**src/rtl/sprite_pkg.sv**
```systemverilog
// Shared types and defaults for the sprite SRAM read path: FSM states,
// pixel FIFO geometry and the default pixel/address widths and colour key.
package sprite_pkg;

  typedef enum logic [1:0] {
    ST_IDLE,
    ST_FETCH,
    ST_DRAIN,
    ST_DONE
  } state_e;

  localparam int FIFO_DEPTH = 2;
  localparam int FIFO_CNT_W = $clog2(FIFO_DEPTH + 1);

  localparam int PIX_W_DEF  = 12;
  localparam int ADDR_W_DEF = 16;
  localparam int DIM_W_DEF  = 8;

  localparam logic [PIX_W_DEF-1:0] COLOR_KEY_DEF = 12'h0F0;

endpackage

```
**src/rtl/sram_sprite_reader_if.sv**
```systemverilog
// Control, SRAM read port and pixel stream of the sprite reader in one bundle;
// master is the reader itself, slave is the SRAM/compositor/sequencer side.
interface sram_sprite_reader_if
  import sprite_pkg::*;
#(
  parameter int DATA_WIDTH = PIX_W_DEF,
  parameter int ADDR_WIDTH = ADDR_W_DEF,
  parameter int DIM_W      = DIM_W_DEF
);
  logic                  start;
  logic [ADDR_WIDTH-1:0] base_addr;
  logic [DIM_W-1:0]      img_w;
  logic [DIM_W-1:0]      img_h;
  logic [DIM_W-1:0]      stride;
  logic                  busy;
  logic                  done;

  logic                  sram_en;
  logic                  sram_we;
  logic [ADDR_WIDTH-1:0] sram_addr;
  logic [DATA_WIDTH-1:0] sram_data;

  logic [DATA_WIDTH-1:0] pix_data;
  logic                  pix_valid;
  logic                  pix_ready;
  logic                  pix_last;
  logic                  pix_eof;
  logic                  pix_key;

  modport master (
    input  start, base_addr, img_w, img_h, stride, sram_data, pix_ready,
    output busy, done, sram_en, sram_we, sram_addr,
           pix_data, pix_valid, pix_last, pix_eof, pix_key
  );

  modport slave (
    output start, base_addr, img_w, img_h, stride, sram_data, pix_ready,
    input  busy, done, sram_en, sram_we, sram_addr,
           pix_data, pix_valid, pix_last, pix_eof, pix_key
  );

endinterface

```
**src/rtl/pix_skid_fifo.sv**
```systemverilog
// Two-entry synchronous FIFO that absorbs the SRAM read latency; head entry is
// presented combinationally. Single-bit pointers assume FIFO_DEPTH == 2.
module pix_skid_fifo
  import sprite_pkg::*;
#(
  parameter int WIDTH = PIX_W_DEF + 2
) (
  input  logic                  clk,
  input  logic                  reset,
  input  logic                  push,
  input  logic [WIDTH-1:0]      wdata,
  input  logic                  pop,
  output logic [WIDTH-1:0]      rdata,
  output logic [FIFO_CNT_W-1:0] count
);

  logic [WIDTH-1:0] mem [FIFO_DEPTH];
  logic             wr_ptr;
  logic             rd_ptr;
  logic             do_push;
  logic             do_pop;

  assign do_pop  = pop && (count != '0);
  assign do_push = push && ((count != FIFO_CNT_W'(FIFO_DEPTH)) || do_pop);
  assign rdata   = mem[rd_ptr];

  // NOTE: sequential state uses non-blocking assignments so every register
  // samples pre-edge values regardless of statement order.
  always_ff @(posedge clk) begin
    if (reset) begin
      // NOTE: the storage is cleared too (only two words) so pix_data reads
      // zero straight out of reset instead of stale pixels.
      for (int i = 0; i < FIFO_DEPTH; i++) mem[i] <= '0;
      wr_ptr <= 1'b0;
      rd_ptr <= 1'b0;
      count  <= '0;
    end else begin
      if (do_push) begin
        mem[wr_ptr] <= wdata;
        wr_ptr      <= ~wr_ptr;
      end
      if (do_pop) rd_ptr <= ~rd_ptr;
      count <= count + FIFO_CNT_W'(do_push) - FIFO_CNT_W'(do_pop);
    end
  end

endmodule

```
**src/rtl/sram_sprite_reader.sv**
```systemverilog
// Walks a rectangular sub-image in a 1-cycle-latency SRAM and streams pixels
// out on valid/ready. Define SRAM_READER_COLORKEY_EN to flag COLOR_KEY pixels.
module sram_sprite_reader
  import sprite_pkg::*;
#(
  parameter int DATA_WIDTH = PIX_W_DEF,
  parameter int ADDR_WIDTH = ADDR_W_DEF,
  parameter int DIM_W      = DIM_W_DEF
`ifdef SRAM_READER_COLORKEY_EN
  ,
  parameter logic [DATA_WIDTH-1:0] COLOR_KEY = COLOR_KEY_DEF
`endif
) (
  input logic                  clk,
  input logic                  reset,
  sram_sprite_reader_if.master bus
);

`ifdef SRAM_READER_COLORKEY_EN
  localparam int FLAG_W = 3;
`else
  localparam int FLAG_W = 2;
`endif
  localparam int PAY_W = DATA_WIDTH + FLAG_W;

  state_e                state;
  logic [DIM_W-1:0]      w_q, h_q, stride_q;
  logic [DIM_W-1:0]      col, row;
  logic [ADDR_WIDTH-1:0] row_base;
  logic [ADDR_WIDTH-1:0] last_addr;
  logic                  busy_q, done_q;
  logic                  inflight, infl_last, infl_eof;

  logic [FIFO_CNT_W-1:0] fifo_count;
  logic [PAY_W-1:0]      fifo_wdata, fifo_head;
  logic                  pix_valid, pop, issue, drain_complete;
  logic                  col_last, row_last;
  logic [2:0]            occupancy;
  logic [ADDR_WIDTH-1:0] cur_addr;

  assign pix_valid = (fifo_count != '0);
  assign pop       = pix_valid && bus.pix_ready;
  assign occupancy = 3'(fifo_count) + 3'(inflight);
  // Credit counts the slot freed by this cycle's pop, keeping 1 pixel/cycle.
  assign issue     = (state == ST_FETCH) && (occupancy < (3'd2 + 3'(pop)));
  assign cur_addr  = row_base + ADDR_WIDTH'(col);
  assign col_last  = (col == w_q - DIM_W'(1));
  assign row_last  = (row == h_q - DIM_W'(1));

  assign drain_complete = !inflight &&
                          ((fifo_count == '0) || ((fifo_count == FIFO_CNT_W'(1)) && pop));

`ifdef SRAM_READER_COLORKEY_EN
  assign fifo_wdata = {(bus.sram_data == COLOR_KEY), infl_eof, infl_last, bus.sram_data};
  assign bus.pix_key = fifo_head[DATA_WIDTH+2];
`else
  assign fifo_wdata = {infl_eof, infl_last, bus.sram_data};
  assign bus.pix_key = 1'b0;
`endif

  pix_skid_fifo #(.WIDTH(PAY_W)) u_fifo (
    .clk   (clk),
    .reset (reset),
    .push  (inflight),
    .wdata (fifo_wdata),
    .pop   (pop),
    .rdata (fifo_head),
    .count (fifo_count)
  );

  assign bus.pix_data  = fifo_head[DATA_WIDTH-1:0];
  assign bus.pix_last  = fifo_head[DATA_WIDTH];
  assign bus.pix_eof   = fifo_head[DATA_WIDTH+1];
  assign bus.pix_valid = pix_valid;
  assign bus.sram_en   = issue;
  assign bus.sram_we   = 1'b0;
  assign bus.sram_addr = issue ? cur_addr : last_addr;
  assign bus.busy      = busy_q;
  assign bus.done      = done_q;

  always_ff @(posedge clk) begin
    if (reset) begin
      state     <= ST_IDLE;
      w_q       <= '0;
      h_q       <= '0;
      stride_q  <= '0;
      col       <= '0;
      row       <= '0;
      row_base  <= '0;
      last_addr <= '0;
      busy_q    <= 1'b0;
      done_q    <= 1'b0;
      inflight  <= 1'b0;
      infl_last <= 1'b0;
      infl_eof  <= 1'b0;
    end else begin
      inflight  <= issue;
      infl_last <= issue && col_last;
      infl_eof  <= issue && col_last && row_last;
      if (issue) last_addr <= cur_addr;

      unique case (state)
        ST_IDLE: begin
          done_q <= 1'b0;
          if (bus.start) begin
            w_q      <= bus.img_w;
            h_q      <= bus.img_h;
            stride_q <= bus.stride;
            col      <= '0;
            row      <= '0;
            row_base <= bus.base_addr;
            busy_q   <= 1'b1;
            state    <= ((bus.img_w == '0) || (bus.img_h == '0)) ? ST_DONE : ST_FETCH;
          end
        end
        ST_FETCH: begin
          if (issue) begin
            if (col_last) begin
              col      <= '0;
              row      <= row + DIM_W'(1);
              row_base <= row_base + ADDR_WIDTH'(stride_q);
              if (row_last) state <= ST_DRAIN;
            end else begin
              col <= col + DIM_W'(1);
            end
          end
        end
        ST_DRAIN: begin
          // done rises as the final pixel handshakes, so it lands one cycle later.
          if (drain_complete) begin
            done_q <= 1'b1;
            busy_q <= 1'b0;
            state  <= ST_DONE;
          end
        end
        ST_DONE: begin
          // An empty job enters with done low and pulses on the way out.
          done_q <= !done_q;
          busy_q <= 1'b0;
          state  <= ST_IDLE;
        end
        default: state <= ST_IDLE;
      endcase
    end
  end

endmodule

```
**src/flat_wrapper.sv**
```systemverilog
// flat-port wrapper written by rule: the top's interface ports become plain ports
module sram_sprite_reader_flat import sprite_pkg::*;
#(
  parameter int DATA_WIDTH = PIX_W_DEF,
  parameter int ADDR_WIDTH = ADDR_W_DEF,
  parameter int DIM_W      = DIM_W_DEF

)
  (clk, reset, bus_start, bus_base_addr, bus_img_w, bus_img_h, bus_stride, bus_sram_data, bus_pix_ready, bus_busy, bus_done, bus_sram_en, bus_sram_we, bus_sram_addr, bus_pix_data, bus_pix_valid, bus_pix_last, bus_pix_eof, bus_pix_key);
  sram_sprite_reader_if #(.DATA_WIDTH(DATA_WIDTH), .ADDR_WIDTH(ADDR_WIDTH), .DIM_W(DIM_W)) bus_i ();
  input logic clk;
  input logic reset;
  input wire logic [$bits(bus_i.start)-1:0] bus_start;
  input wire logic [$bits(bus_i.base_addr)-1:0] bus_base_addr;
  input wire logic [$bits(bus_i.img_w)-1:0] bus_img_w;
  input wire logic [$bits(bus_i.img_h)-1:0] bus_img_h;
  input wire logic [$bits(bus_i.stride)-1:0] bus_stride;
  input wire logic [$bits(bus_i.sram_data)-1:0] bus_sram_data;
  input wire logic [$bits(bus_i.pix_ready)-1:0] bus_pix_ready;
  output wire logic [$bits(bus_i.busy)-1:0] bus_busy;
  output wire logic [$bits(bus_i.done)-1:0] bus_done;
  output wire logic [$bits(bus_i.sram_en)-1:0] bus_sram_en;
  output wire logic [$bits(bus_i.sram_we)-1:0] bus_sram_we;
  output wire logic [$bits(bus_i.sram_addr)-1:0] bus_sram_addr;
  output wire logic [$bits(bus_i.pix_data)-1:0] bus_pix_data;
  output wire logic [$bits(bus_i.pix_valid)-1:0] bus_pix_valid;
  output wire logic [$bits(bus_i.pix_last)-1:0] bus_pix_last;
  output wire logic [$bits(bus_i.pix_eof)-1:0] bus_pix_eof;
  output wire logic [$bits(bus_i.pix_key)-1:0] bus_pix_key;
  assign bus_i.start = bus_start;
  assign bus_i.base_addr = bus_base_addr;
  assign bus_i.img_w = bus_img_w;
  assign bus_i.img_h = bus_img_h;
  assign bus_i.stride = bus_stride;
  assign bus_i.sram_data = bus_sram_data;
  assign bus_i.pix_ready = bus_pix_ready;
  assign bus_busy = bus_i.busy;
  assign bus_done = bus_i.done;
  assign bus_sram_en = bus_i.sram_en;
  assign bus_sram_we = bus_i.sram_we;
  assign bus_sram_addr = bus_i.sram_addr;
  assign bus_pix_data = bus_i.pix_data;
  assign bus_pix_valid = bus_i.pix_valid;
  assign bus_pix_last = bus_i.pix_last;
  assign bus_pix_eof = bus_i.pix_eof;
  assign bus_pix_key = bus_i.pix_key;
  sram_sprite_reader #(.DATA_WIDTH(DATA_WIDTH), .ADDR_WIDTH(ADDR_WIDTH), .DIM_W(DIM_W)) u_core (.clk(clk), .reset(reset), .bus(bus_i));
endmodule
```
**config.mk**
```make
export PLATFORM = sky130hd
export DESIGN_NAME = sram_sprite_reader_flat
export DESIGN_NICKNAME = d
export VERILOG_FILES = /design/src/rtl/sprite_pkg.sv /design/src/rtl/sram_sprite_reader_if.sv /design/src/rtl/pix_skid_fifo.sv /design/src/rtl/sram_sprite_reader.sv /design/src/flat_wrapper.sv
export SDC_FILE = /design/constraint.sdc
export NUM_CORES = 1
export LEC_CHECK = 0
export CORE_ASPECT_RATIO = 0.7
export CORE_MARGIN = 10
export CORE_UTILIZATION = 40
export DETAILED_ROUTE_END_ITERATION = 10
export MAX_ROUTING_LAYER = met4
export PLACE_DENSITY = 0.67
export SYNTH_ARGS = -nofsm -noshare
export SYNTH_HDL_FRONTEND = slang
export SYNTH_HIERARCHICAL = 1
export SYNTH_SLANG_ARGS = --single-unit
```
**constraint.sdc**
```tcl
create_clock -name clk -period 3 [get_ports clk]
set_input_delay 0.6 -clock clk [delete_from_list [all_inputs] [get_ports clk]]
set_output_delay 0.6 -clock clk [all_outputs]
set_load 0.03 [all_outputs]
```
; ---- Yosys cells after proc, flatten, opt, wreduce, memory -nomap -nowiden
; Memory sizes are Yosys's and may differ from the RTL's. A register that Yosys moved wholly into a read port is not among the register bits.
; Cells that the tools add are included.
[word_totals]
rom_bits = 0
latch_bits = 0
mem_count = 1
reg_bits = 83
elab_cells = 103
output_inout_bits = 36
inputBits = 56
ramBits = 28
[mem_list]
columns = memory, words, word_bits, read_ports, rd_clocked_by_memory_dff, write_ports, line_no
row1 = u_core.u_fifo.mem, 2, 14, 1, 1, 2, pix_skid_fifo.sv:17  ; logic [WIDTH-1:0] mem [FIFO_DEPTH];
[op_classes]
reduce_logical = 27
div = 0
n_eq_ne = 12
magnitude_cmp = 1
shifts = 0
n_bitwise = 2
n_mux = 34
multipliers = 0
n_addsub = 10
[op_table]
columns = cell, count
row1 = 16-bit two-way mux, 4
row2 = 8-bit two-way mux, 5
row3 = 16-bit by 8-bit adder with 16-bit output, 2
row4 = 16-bit case mux with 2 select lines, 1
row5 = 8-bit case mux with 2 select lines, 2
row6 = "8-bit by 1-bit adder with 8-bit output, second input constant", 2
row7 = 8-bit == test, 2
row8 = 8-bit logical NOT, 2
row9 = "8-bit by 1-bit subtractor with 8-bit output, second input constant", 2
row10 = 14-bit two-way mux, 1
row11 = 14-bit OR reduction, 1
row12 = 1-bit two-way mux, 12
row13 = 2-bit two-way mux, 6
row14 = 1-bit logical AND, 8
row15 = "2-bit by 1-bit inequality test with 1-bit output, second input constant", 4
row16 = 2-bit case mux with 4 select lines, 1
row17 = 1-bit case mux with 3 select lines, 2
row18 = 3-bit AND reduction, 2
row19 = 5-bit AND reduction, 1
row20 = "2-bit by 1-bit == test with 1-bit output, second input constant", 2
row21 = "2-bit == test, second input constant", 2
row22 = 2-bit logical NOT, 2
row23 = "2-bit inequality test, second input constant", 2
row24 = 2-bit AND reduction, 2
row25 = 11 further kinds, 16

; ---- Depth between registers and ports, before layout
[logic_depth]
depth_word = 10
depth_mapped = 12
mapped_depth_nobuf = 10

; ---- Modules after synthesis
; Netlist, hierarchy kept.
[modules_own_cells]
columns = module, cells_per_inst, seq_area_each_um2, instances, area_each_um2
row1 = sram_sprite_reader, 600, 1581.5, 1, 4787.1
row2 = pix_skid_fifo, 98, 940.9, 1, 1481.4

; ---- Worst setup path after synthesis
; OpenSTA, ideal clock, no wires.
[synth_timing]
kind = reg2out
from = register u_core.u_fifo.count[0]
to = output bus_sram_addr[10]
arrival_time_ns = 2.625
slack_ns = -0.225
path_buffers = 3
stages_incl_launch_ff = 11
required_time_ns = 2.400
path_cell_list = dfxtp_1 > ha_1 > ha_1 > o21ai_0 > inv_1 > or3_1 > buf_2 > clkinv_2 > clkbuf_1 > buf_1 > a21oi_1
[synth_between]
elab_chain_len = 6
word_cells_on_any_way = 7
classes_between = 2 x add/sub / 1 x order compare / 1 x mux / 3 x reduce/logical
[synth_rtl]
columns = element, line_no
row1 = "start, declared", pix_skid_fifo.sv:14  ; output logic [FIFO_CNT_W-1:0] count
row2 = "start signal, assigned", pix_skid_fifo.sv:43  ; count <= count + FIFO_CNT_W'(do_push) - FIFO_CNT_W'(do_pop);
row3 = 2-bit nonzero test, sram_sprite_reader.sv:41  ; assign pix_valid = (fifo_count != '0);
row4 = 1-bit logical AND, sram_sprite_reader.sv:42  ; assign pop = pix_valid && bus.pix_ready;
row5 = 2-bit by 1-bit adder with 3-bit output, sram_sprite_reader.sv:45  ; assign issue = (state == ST_FETCH) && (occupancy < (3'd2 + 3'(pop)));
row6 = 3-bit < comparator *, sram_sprite_reader.sv:45
row7 = 1-bit logical AND *, sram_sprite_reader.sv:45
row8 = via bus_sram_en, flat_wrapper.sv:22  ; output wire logic [$bits(bus_i.sram_en)-1:0] bus_sram_en;
row9 = 16-bit two-way mux *, sram_sprite_reader.sv:77  ; assign bus.sram_addr = issue ? cur_addr : last_addr;
row10 = "end, declared", flat_wrapper.sv:24  ; output wire logic [$bits(bus_i.sram_addr)-1:0] bus_sram_addr;
; The timed path passes the listed nets; every way through them passes the cells marked *.

; ---- Final worst setup path
[layout_timing]
from = register u_core.col[0]
to = output bus_sram_addr[12]
[layout_between]
elab_chain_len = 2
[layout_rtl]
columns = element, line_no
row1 = "start, declared", sram_sprite_reader.sv:28  ; logic [DIM_W-1:0] col, row;
row2 = "start signal, assigned", sram_sprite_reader.sv:124  ; col <= col + DIM_W'(1);
row3 = 16-bit by 8-bit adder with 16-bit output, sram_sprite_reader.sv:46  ; assign cur_addr = row_base + ADDR_WIDTH'(col);
row4 = 16-bit two-way mux, sram_sprite_reader.sv:77
; No other way between the ends.

==> impl_metrics.env <==
export IMPL_overflow=0
export IMPL_failed_checks="setup timing"
export IMPL_synth_seq_cells=112
export IMPL_vias=5552
export IMPL_max_freq_mhz=322
export IMPL_multi_input_area_mm2=0.00380
export IMPL_yosys_top_cells_area="dfxtp_1 27%, edfxtp_1 13%, nand2_1 5.6%, ha_1 5.6%, xnor2_1 4.3%"
export IMPL_place_gp_congestion=0.902
export IMPL_fin_ws_ps=-110
export IMPL_total_power_w=0.00704
export IMPL_status="finished, violations left"
export IMPL_yosysMostFrequentCell="nand2_1"
export IMPL_seq_area_frac_synth_pct=40.2
export IMPL_hold_viol_final=0
export IMPL_post_route_period_util_pct=104
export IMPL_power_leakage_nw=3.22
export IMPL_wl_um=17300
export IMPL_synth_top_area_share_pct=26.8
export IMPL_synth_async_reset_ratio_pct=0
export IMPL_crit_chain="ha_4, inv_2, fa_2, nor2b_2, o21ai_2, a21boi_2, o21ai_4, a211oi_2, xnor2_1, a21oi_2, buf_12"
export IMPL_route_detailed_drc=0
export IMPL_yosysUniqueCellTypes=75
export IMPL_avgRoutedWirePerCell_um=16.7
export IMPL_clock_skew_ps=11.5
export IMPL_cts_buffers=9
export IMPL_relSlewSlack_pct=52.9
export IMPL_grt_max_degree=29
export IMPL_slew_violations=0
export IMPL_synth_common_cells="94 x nand2_1, 84 x dfxtp_1, 51 x a21oi_1"
export IMPL_vdd_drop_max_mv=0.752
export IMPL_max_cap_violations=0
export IMPL_io_pins=92
export IMPL_max_clock_path_buffers=2
export IMPL_dp_slack_ps=-262
export IMPL_worst_slew_pin_slew_ps=704
export IMPL_synth_area_per_cell_um2=8.98
export IMPL_cts_sinks=112
export IMPL_synthCells=698
export IMPL_fillers=1350
export IMPL_cpMaxStageDelayCell="dfxtp_2"
export IMPL_antenna_found_initial=0
export IMPL_root_buffer="clkbuf_16"
export IMPL_p_per_area_mw_per_mm2=823
export IMPL_cts_tree="built"
export IMPL_portBuffers=89
export IMPL_fp_row_count=38
export IMPL_die_h_um=125
export IMPL_grt_pass1_wl_um=28200
export IMPL_setup_viol=6
export IMPL_path_class="reg2out"
export IMPL_n_antenna_cell=0
export IMPL_worstSetupEndpointType="output pin"
export IMPL_post_route_util_pct=55.4
export IMPL_cts_htree_levels=3
export IMPL_syn_cell_area_mm2=0.00627
export IMPL_ys_flop_type="dfxtp_1"
export IMPL_start_util_pct=40.6
export IMPL_drt_initial_drc_count=275
export IMPL_max_stage_delay_ps=360
export IMPL_rsz0062_at_grt="yes"
export IMPL_drive_gt1_share_pct=23.3
export IMPL_die_area_mm2=0.0212
export IMPL_critical_path_top_delay_family="compound AO/OA/AOI/OAI gates"
export IMPL_vias_per_cell=5.36
export IMPL_dp_hpwl_um=12600
export IMPL_worstPathArrival_ps=2510
export IMPL_synth_area_leader_cell="dfxtp_1"
export IMPL_min_path_type="reg2reg"
export IMPL_synth_edf_count=28
export IMPL_period_minus_slack_ps=3110
export IMPL_crit_required_ps=2400
export IMPL_final_nets=917
export IMPL_die_width_um=170
export IMPL_worstPathMaxFanout=5
export IMPL_start_kind="flip-flop"
export IMPL_track_usage_pct=16.5
export IMPL_firstDrtPassIters=4
export IMPL_ant_nets=0
export IMPL_grt_pass1_vias=5670
export IMPL_clk_pin_slew_worst_paths_ps=80
export IMPL_cts_hold_buf=0
export IMPL_syn_to_final_growth_pct=36.5
export IMPL_core_area_mm2=0.0155
export IMPL_seqCellArea_mm2=0.00253
export IMPL_clock_latency_ps=360
export IMPL_yosys_warnings=6
export IMPL_timing_critical_path_buf_inv=2
## layer usage
layer	part of all wire (%)	up-vias	GRT usage, %	wire, um
li1	-	2730	-	-
met1	47	2679	20.6	8090
met2	48	124	27.0	8310
met3	4.0	19	3.04	692
met4	1.4	0	3.91	248
met5	0	-	-	0
## state kept, by name (all words and copies together) (netlist names), 8 cells and up, named ones only
name and count:
u_core/col 8, u_core/h_q 8, u_core/last_addr 16, u_core/row 8, u_core/row_base 16, u_core/stride_q 8, u_core/u_fifo/mem 28, u_core/w_q 8
## kinds of logic after synthesis
logic type	synth area share, %
AND/OR/NAND/NOR	22.1
AO/OA/AOI/OAI	16.9
flip-flops	40.2
buffers and inverters	4.35
XOR/XNOR	6.43
adder cells (fa/ha/maj)	6.23
multiplexers	3.67
other	0.0598
## cells in the final DEF (no fill, tap or decap), types with 4 or more instances in the layout
| cell | synthesis | layout |
|---|---|---|
| edfxtp_1 | 28 | 28 |
| nand2_1 | 94 | 92 |
| nand3_1 | 17 | 13 |
| o211ai_1 | 5 | 5 |
| a211oi_1 | 20 | 17 |
| a21oi_2 | 1 | 8 |
| nand3b_1 | 4 | 4 |
| nor4_1 | 11 | 9 |
| buf_6 | 2 | 5 |
| a21oi_1 | 51 | 43 |
| and2_1 | 39 | 39 |
| nand2b_1 | 10 | 9 |
| o21a_1 | 5 | 5 |
| dfxtp_1 | 84 | 77 |
| inv_8 | 0 | 5 |
| buf_12 | 0 | 16 |
| a21o_1 | 6 | 6 |
| buf_4 | 4 | 62 |
| inv_1 | 26 | 25 |
| or2_2 | 4 | 4 |
| nor2_1 | 46 | 45 |
| dfxtp_2 | 0 | 6 |
| ha_4 | 0 | 5 |
| clkdlybuf4s50_1 | 0 | 70 |
| xnor2_1 | 31 | 29 |
| ha_1 | 28 | 21 |
| o21ai_1 | 1 | 4 |
| mux2i_1 | 5 | 5 |
| o21ai_0 | 28 | 19 |
| nand4_1 | 5 | 5 |
| nor2b_1 | 5 | 4 |
| and3_1 | 7 | 6 |
| mux2_2 | 16 | 16 |
| o21ai_2 | 0 | 4 |
| nor3_1 | 10 | 9 |
| clkbuf_16 | 0 | 9 |
| xor2_1 | 15 | 13 |
## final cells by class
cell class / instances / area share, %
clock buffer: 9 / 2.63
sequential: 112 / 29.6
multi-input combinational: 524 / 44.5
timing repair buffer: 156 / 18.2
clock inverter: 7 / 0.848
tap: 200 / 2.92
inverter: 28 / 1.29
## path summary, 6_finish.rpt
check        slack (ps)                   to  depth (start not counted)                from
max                -110    bus_sram_addr[12]                         11       u_core/col[0]
min                 470   u_core/stride_q[3]                          2  u_core/stride_q[3]
max reg2reg         260  u_core/row_base[10]                         11  u_core/row_base[0]
min reg2reg         470   u_core/stride_q[3]                          2  u_core/stride_q[3]
## what timing repair did
action,4_1_cts,5_1_grt
setup endpoints to repair,17,38
pin swaps,20,19
resized for setup,47,34
cloned,0,1
setup buffers,16,7
## metrics by stage
step	TNS [ps]	instance area [um^2]	hold WS [ps]	std cells
floorplan	0	6280	441	699
global placement	-3300	7770	460	1001
detailed placement	-4230	7770	458	1001
CTS	-239	8340	471	1031
global route	-1300	8560	491	1036
finish	-365	8560	470	1036
## worst reg2reg max path, stage by stage (launching register included)
cell       delay, ps
dfxtp_2          350
buf_4            110
buf_4            100
ha_1             150
inv_1             60
fa_1             390
nand2b_1         190
a21oi_1          200
o21ai_0          140
o2bb2ai_1        270
or3_1            410
a221oi_1         290
## report_power, final
part | switching, W | internal, W
Sequential | 0.000274 | 0.00184
Clock | 0.000620 | 0.000596
Combinational | 0.00199 | 0.00172
Note: power is estimated with default switching activity, not from simulation.
